### config.mk
export PLATFORM = sky130hd
export DESIGN_NAME = mem_port_arbiter
export DESIGN_NICKNAME = d
export VERILOG_FILES = /design/src/rtl/mem_arb_pkg.sv /design/src/rtl/mem_arb_timeout.sv /design/src/rtl/mem_port_arbiter.sv
export SDC_FILE = /design/constraint.sdc
export NUM_CORES = 1
export LEC_CHECK = 0
export ABC_CLOCK_PERIOD_IN_PS = 3000
export CORE_ASPECT_RATIO = 0.9
export CORE_MARGIN = 2
export CORE_UTILIZATION = 30
export CTS_CLUSTER_SIZE = 10
export DETAILED_ROUTE_END_ITERATION = 10
export GPL_TIMING_DRIVEN = 0
export PLACE_DENSITY_LB_ADDON = 0.2
export SLEW_MARGIN = 10
export SYNTH_ARGS = -nofsm -noshare
export SYNTH_HDL_FRONTEND = slang
export SYNTH_SLANG_ARGS = --single-unit
### constraint.sdc
create_clock -name clk -period 3 [get_ports clk]
set_clock_uncertainty 0.2 [all_clocks]
set_input_delay 0.9 -clock clk [delete_from_list [all_inputs] [get_ports clk]]
set_output_delay 0.9 -clock clk [all_outputs]
set_load 0.01 [all_outputs]
### src/rtl/mem_arb_pkg.sv
// -----------------------------------------------------------------------------
// mem_arb_pkg
// Shared definitions for the two-requester memory arbiter: FSM state
// encoding, grant encoding and the arbitration helper used in IDLE.
// -----------------------------------------------------------------------------
package mem_arb_pkg;

  typedef logic [1:0] state_t;

  localparam state_t IDLE     = 2'd0;
  localparam state_t WAIT_MEM = 2'd1;
  localparam state_t RESP     = 2'd2;

  localparam logic GNT_FETCH = 1'b0;
  localparam logic GNT_DATA  = 1'b1;

  // Chooses the port to serve. On a tie, fixed priority gives data the
  // grant; round-robin gives it to the port that was not granted last.
  function automatic logic pick_grant(input logic fetch_req,
                                      input logic data_req,
                                      input logic last_gnt,
                                      input logic rr_en);
    if (fetch_req && data_req) begin
      return rr_en ? ~last_gnt : GNT_DATA;
    end else if (data_req) begin
      return GNT_DATA;
    end else begin
      return GNT_FETCH;
    end
  endfunction

endpackage

### src/rtl/mem_arb_timeout.sv
// -----------------------------------------------------------------------------
// mem_arb_timeout
// Wait-state counter for one memory access. Counts while enabled and stops
// at TIMEOUT-1, so it never wraps. TIMEOUT = 0 disables expiry entirely.
//
// Ports:
//   clk        system clock, rising edge
//   rst        asynchronous reset, active-low
//   clr_i      synchronous clear (held while no access is outstanding)
//   en_i       count enable (access outstanding)
//   expired_o  high in the cycle the count sits at TIMEOUT-1 while enabled
// -----------------------------------------------------------------------------
module mem_arb_timeout #(
  parameter int TIMEOUT = 64,
  parameter int TO_W    = 7
) (
  input  logic clk,
  input  logic rst,
  input  logic clr_i,
  input  logic en_i,
  output logic expired_o
);

  localparam bit              TO_ON = (TIMEOUT != 0);
  localparam logic [TO_W-1:0] LAST  = TO_W'(TO_ON ? TIMEOUT - 1 : 0);

  logic [TO_W-1:0] cnt_q, cnt_d;

  assign expired_o = TO_ON && en_i && (cnt_q == LAST);

  // NOTE: every combinational output gets a default first so no latch is inferred.
  always_comb begin
    cnt_d = cnt_q;
    if (clr_i) begin
      cnt_d = '0;
    end else if (TO_ON && en_i && !expired_o) begin
      cnt_d = cnt_q + 1'b1;
    end
  end

  // NOTE: sequential state uses non-blocking assignments so all flops update together.
  always_ff @(posedge clk or negedge rst) begin
    if (!rst) begin
      cnt_q <= '0;
    end else begin
      cnt_q <= cnt_d;
    end
  end

endmodule

### src/rtl/mem_port_arbiter.sv
// -----------------------------------------------------------------------------
// mem_port_arbiter
// Shares one req/ack memory between an instruction-fetch port and a data
// (load/store) port. One access is in flight at a time; the memory side is
// fully registered and each completed access gets a one-cycle ack in RESP.
//
// Build option:
//   MEM_ARB_RR_EN  defined   -> round-robin on simultaneous requests
//                  undefined -> fixed priority, data over fetch
//
// Ports:
//   clk, rst                  clock / asynchronous active-low reset
//   if_req, if_addr           fetch request (level) and address
//   if_rdata, if_ack          fetch data (held) and completion pulse
//   d_req, d_we, d_addr,
//   d_wdata                   data request, store flag, address, store data
//   d_rdata, d_ack            load data (held) and completion pulse
//   m_req, m_we, m_addr,
//   m_wdata                   registered memory request side
//   m_rdata, m_ack            memory read data and completion pulse
//   busy                      high whenever the FSM is not in IDLE
//   err                       sticky timeout flag, cleared only by reset
// -----------------------------------------------------------------------------
module mem_port_arbiter
  import mem_arb_pkg::*;
#(
  parameter int DATA_W  = 16,
  parameter int ADDR_W  = 16,
  parameter int TIMEOUT = 64,
  parameter int TO_W    = 7
) (
  input  logic              clk,
  input  logic              rst,
  input  logic              if_req,
  input  logic [ADDR_W-1:0] if_addr,
  output logic [DATA_W-1:0] if_rdata,
  output logic              if_ack,
  input  logic              d_req,
  input  logic              d_we,
  input  logic [ADDR_W-1:0] d_addr,
  input  logic [DATA_W-1:0] d_wdata,
  output logic [DATA_W-1:0] d_rdata,
  output logic              d_ack,
  output logic              m_req,
  output logic              m_we,
  output logic [ADDR_W-1:0] m_addr,
  output logic [DATA_W-1:0] m_wdata,
  input  logic [DATA_W-1:0] m_rdata,
  input  logic              m_ack,
  output logic              busy,
  output logic              err
);

  state_t state_q, state_d;

  logic              m_req_q,    m_req_d;
  logic              m_we_q,     m_we_d;
  logic [ADDR_W-1:0] m_addr_q,   m_addr_d;
  logic [DATA_W-1:0] m_wdata_q,  m_wdata_d;
  logic              gnt_q,      gnt_d;
  logic [DATA_W-1:0] if_rdata_q, if_rdata_d;
  logic [DATA_W-1:0] d_rdata_q,  d_rdata_d;
  logic              err_q,      err_d;

  logic any_req;
  logic grant_fire;
  logic gnt_new;
  logic last_gnt;
  logic to_expired;

  assign any_req    = if_req | d_req;
  assign grant_fire = (state_q == IDLE) && any_req;

`ifdef MEM_ARB_RR_EN
  localparam bit RR_EN = 1'b1;

  // Remembers which port won the most recent grant; a tie goes the other way.
  logic last_q;

  always_ff @(posedge clk or negedge rst) begin
    if (!rst) begin
      last_q <= GNT_FETCH;
    end else if (grant_fire) begin
      last_q <= gnt_new;
    end
  end

  assign last_gnt = last_q;
`else
  localparam bit RR_EN = 1'b0;

  assign last_gnt = GNT_FETCH;
`endif

  assign gnt_new = pick_grant(if_req, d_req, last_gnt, RR_EN);

  // Counter runs only while an access is outstanding and restarts from zero
  // on every entry into WAIT_MEM.
  mem_arb_timeout #(
    .TIMEOUT (TIMEOUT),
    .TO_W    (TO_W)
  ) u_timeout (
    .clk       (clk),
    .rst       (rst),
    .clr_i     (state_q != WAIT_MEM),
    .en_i      (state_q == WAIT_MEM),
    .expired_o (to_expired)
  );

  // ---------------------------------------------------------------------------
  // FSM: state register
  // ---------------------------------------------------------------------------
  always_ff @(posedge clk or negedge rst) begin
    if (!rst) begin
      state_q <= IDLE;
    end else begin
      state_q <= state_d;
    end
  end

  // ---------------------------------------------------------------------------
  // FSM: next state
  // ---------------------------------------------------------------------------
  always_comb begin
    state_d = state_q;
    unique case (state_q)
      IDLE:     if (any_req) state_d = WAIT_MEM;
      WAIT_MEM: if (m_ack || to_expired) state_d = RESP;
      RESP:     state_d = IDLE;
      default:  state_d = IDLE;
    endcase
  end

  // ---------------------------------------------------------------------------
  // FSM: outputs
  // ---------------------------------------------------------------------------
  always_comb begin
    busy   = (state_q != IDLE);
    if_ack = (state_q == RESP) && (gnt_q == GNT_FETCH);
    d_ack  = (state_q == RESP) && (gnt_q == GNT_DATA);
  end

  // ---------------------------------------------------------------------------
  // Datapath next state
  // ---------------------------------------------------------------------------
  always_comb begin
    m_req_d    = m_req_q;
    m_we_d     = m_we_q;
    m_addr_d   = m_addr_q;
    m_wdata_d  = m_wdata_q;
    gnt_d      = gnt_q;
    if_rdata_d = if_rdata_q;
    d_rdata_d  = d_rdata_q;
    err_d      = err_q;

    unique case (state_q)
      IDLE: begin
        if (any_req) begin
          gnt_d   = gnt_new;
          m_req_d = 1'b1;
          if (gnt_new == GNT_DATA) begin
            m_we_d    = d_we;
            m_addr_d  = d_addr;
            m_wdata_d = d_wdata;
          end else begin
            m_we_d    = 1'b0;
            m_addr_d  = if_addr;
            m_wdata_d = '0;
          end
        end
      end

      WAIT_MEM: begin
        // m_ack takes precedence over an expiry in the same cycle.
        if (m_ack) begin
          m_req_d = 1'b0;
          if (!m_we_q) begin
            if (gnt_q == GNT_DATA) d_rdata_d  = m_rdata;
            else                   if_rdata_d = m_rdata;
          end
        end else if (to_expired) begin
          m_req_d = 1'b0;
          err_d   = 1'b1;
          if (!m_we_q) begin
            if (gnt_q == GNT_DATA) d_rdata_d  = '0;
            else                   if_rdata_d = '0;
          end
        end
      end

      default: ;
    endcase
  end

  // ---------------------------------------------------------------------------
  // Datapath registers
  // ---------------------------------------------------------------------------
  always_ff @(posedge clk or negedge rst) begin
    if (!rst) begin
      m_req_q    <= 1'b0;
      m_we_q     <= 1'b0;
      m_addr_q   <= '0;
      m_wdata_q  <= '0;
      gnt_q      <= GNT_FETCH;
      if_rdata_q <= '0;
      d_rdata_q  <= '0;
      err_q      <= 1'b0;
    end else begin
      m_req_q    <= m_req_d;
      m_we_q     <= m_we_d;
      m_addr_q   <= m_addr_d;
      m_wdata_q  <= m_wdata_d;
      gnt_q      <= gnt_d;
      if_rdata_q <= if_rdata_d;
      d_rdata_q  <= d_rdata_d;
      err_q      <= err_d;
    end
  end

  assign m_req    = m_req_q;
  assign m_we     = m_we_q;
  assign m_addr   = m_addr_q;
  assign m_wdata  = m_wdata_q;
  assign if_rdata = if_rdata_q;
  assign d_rdata  = d_rdata_q;
  assign err      = err_q;

endmodule

==> reports/results.tsv <==
metric	value	unit
status	completed	
Avg WL per Cell	15.7	microns
Mapped Cells	303	
Starting Density	0.311	
initial antenna violation count	0	
register area	1930	sq um
Crit Path Class	reg -> out	
Post-synth EDFFs	0	
final-report max-slew violation count	0	
vias in the first global route	3067	
Clk Tree Root Cell	clkbuf_16	
Via density	4.72	
Total Power	5190	uW
first-pass GRT wire length	15.9	mm
max-cap viol count	0	
Die X	119	microns
Data arrival, critical path	1.60	ns
top cells by area, synth	dfrtp_1 54%, mux2_2 9.1%, mux2i_1 8.9%	
placed cell count	598	
Skew-Pair Late Insertion Delay	0.33	ns
grt ovf	0	
Final min period	2.70	ns
Clock power frac	0.228	
Slew HR	0.628	
Yosys top cell area share	0.535	
Max IR drop VDD	0.000405	V
gr usage total	0.157	
Seq cells post-synth	77	
asr flop ratio synth	1.00	
count of buffers from port buffering	138	
Non-Filler Instances	614	
clock buffer depth	2	
Synth Cell Area	3600	sq um
postcts setup bufs	0	
actual slew at the worst max-slew pin	0.558	ns
Top FF cell, synth	dfrtp_1	
DR vias	2897	
CTS H-tree lvls	3	
die area	12900	sq um
register share of total power	0.343	
Fill cells	1094	
final core utilization	0.478	
Tcrit/Tclk final	0.899	
Hold WS	0.274	ns
area of the multi-input gates	1520	sq um
Switching Share	0.315	
Yosys warnings	0	
syn avg cell area	11.9	sq um
Worst setup SP type	flop	
Routed Antenna Nets	0	
worst slack, placed	0.178	ns
pwr dens	938	nW/um^2
Die H	108	microns
synthesis-to-finish area growth	53.5	%
# clock sinks	77	
slack of the critical path	0.304	ns
FP Rows	37	
Hold/Removal Path Class	reg -> reg	
DRT Pass-1 Iters	5	
DRC Markers	0	
combinational fraction of design power	0.429	
f_max	371	MHz
GP Congestion	0.749	
count leader, synth	dfrtp_1	
Ports	140	
Hold Fails Final Rpt	0	
TritonCTS clock tree	built	
RSZ-0062 raised after global routing	false	
Cell Int Power	3550	uW
post-synth top area cell	dfrtp_1	
WP data required	1.90	ns
switching power	1640	uW
Iter 0 DRT Violations	155	
final setup fails	0	
Post-Syn Nets	374	
Worst Setup End Kind	primary output	
Hold Buf Count CTS	0	
pin count of the biggest net entering global routing	46	
share of layout cells above drive strength 1	0.168	
core area	11600	sq um
CTS clock-pin slew for the worst setup and hold paths	0.06	ns
CTS Buf Count	9	
number of diodes	0	
nets	524	
Netlist cell types	40	
register area share after synthesis	0.535	
Post-DP HPWL	7.05	mm
most frequent cells after synthesis	77 x dfrtp_1, 35 x nand2_1, 32 x mux2i_1, 29 x mux2_2, 21 x o21ai_1	
routed wire length	9.65	mm
CP Max Fanout	7	
Static Leak	0.00226	uW
post-cts gate resize count	0	
## state kept, by name (all words and copies together), names as in the netlist, 2 cells and up
signal           flops
m_wdata             16
d_rdata             16
m_addr              16
state_q              2
u_timeout.cnt_q      7
if_rdata            16
## cell families (layout without fill, tap and decap cells)
kind of cell	Yosys count	in the layout	synth area share
mux	64	64	0.190
buf+inv	22	177	0.0427
fa+ha+maj	1	1	0.00347
flops	77	77	0.535
simple gates	72	72	0.109
compound gates	67	67	0.120
## cell usage in the layout (no fill, tap or decap), drive strengths merged
cell,count
clkdlybuf4s50,137
dfrtp,77
o21ai,38
nand2,35
mux2i,32
mux2,32
a22o,17
and2,17
clkbuf,17
buf,15
nor3,4
a31oi,3
a21oi,3
inv,3
clkinv,3
nor2,2
nand2b,2
nor2b,2
and4,2
a211oi,2
nand3,2
bufinv,2
nor3b,1
and3b,1
nand4,1
and4bb,1
a31o,1
nor4b,1
a21o,1
o31ai,1
and3,1
a21boi,1
ha,1
## power groups by stage
stage          logic, uW  clock network [uW]  registers, uW
2_1_floorplan        935                   0           1920
3_3_place_gp        2230                   0           1780
3_5_place_dp        2260                   0           1780
4_1_cts             2260                1210           1780
5_1_grt             2420                1260           1840
6_report            2230                1180           1780
## critical path: stages, from the launching register on
cell and delay, ns:
dfrtp_1 0.44, and3b_2 0.25, clkdlybuf4s50_1 0.57
## final cells by class
| cell class | instances | share of cell area |
|---|---|---|
| inverters | 3 | 0.00204 |
| multi-input cells | 204 | 0.275 |
| clock inverters | 5 | 0.0149 |
| repair buffers | 139 | 0.254 |
| plain buffers | 19 | 0.0258 |
| flip-flops and latches | 77 | 0.349 |
| clock buffers | 11 | 0.0439 |
| well taps | 156 | 0.0353 |
## worst paths after layout
path                               startpoint           end  slack (ns)  cells after the start
min reg2reg                               err           err        0.27                      1
max                                state_q[0]         d_ack        0.30                      2
min                                       err           err        0.27                      1
max in group asynchronous                 rst    m_wdata[8]        1.71                      2
min in group asynchronous                 rst  if_rdata[14]        0.31                      1
max reg2reg                u_timeout.cnt_q[0]    d_rdata[1]        1.11                      5
## per-stage QoR
stage / instance area [sq um] / TNS [ns]
5_1_grt: 5530 / 0
2_1_floorplan: 3600 / 0
4_1_cts: 5530 / 0
3_3_place_gp: 5180 / -155.47
6_report: 5530 / 0
3_5_place_dp: 5200 / 0
## layer usage
metal,vias to the layer above,track usage,share of wire
met4,0,0.0471,0.012
met1,1397,0.204,0.45
li1,1380,-,-
met2,109,0.236,0.45
met3,11,0.0680,0.091
met5,-,0,0
Power figures use the tool's default switching activity.
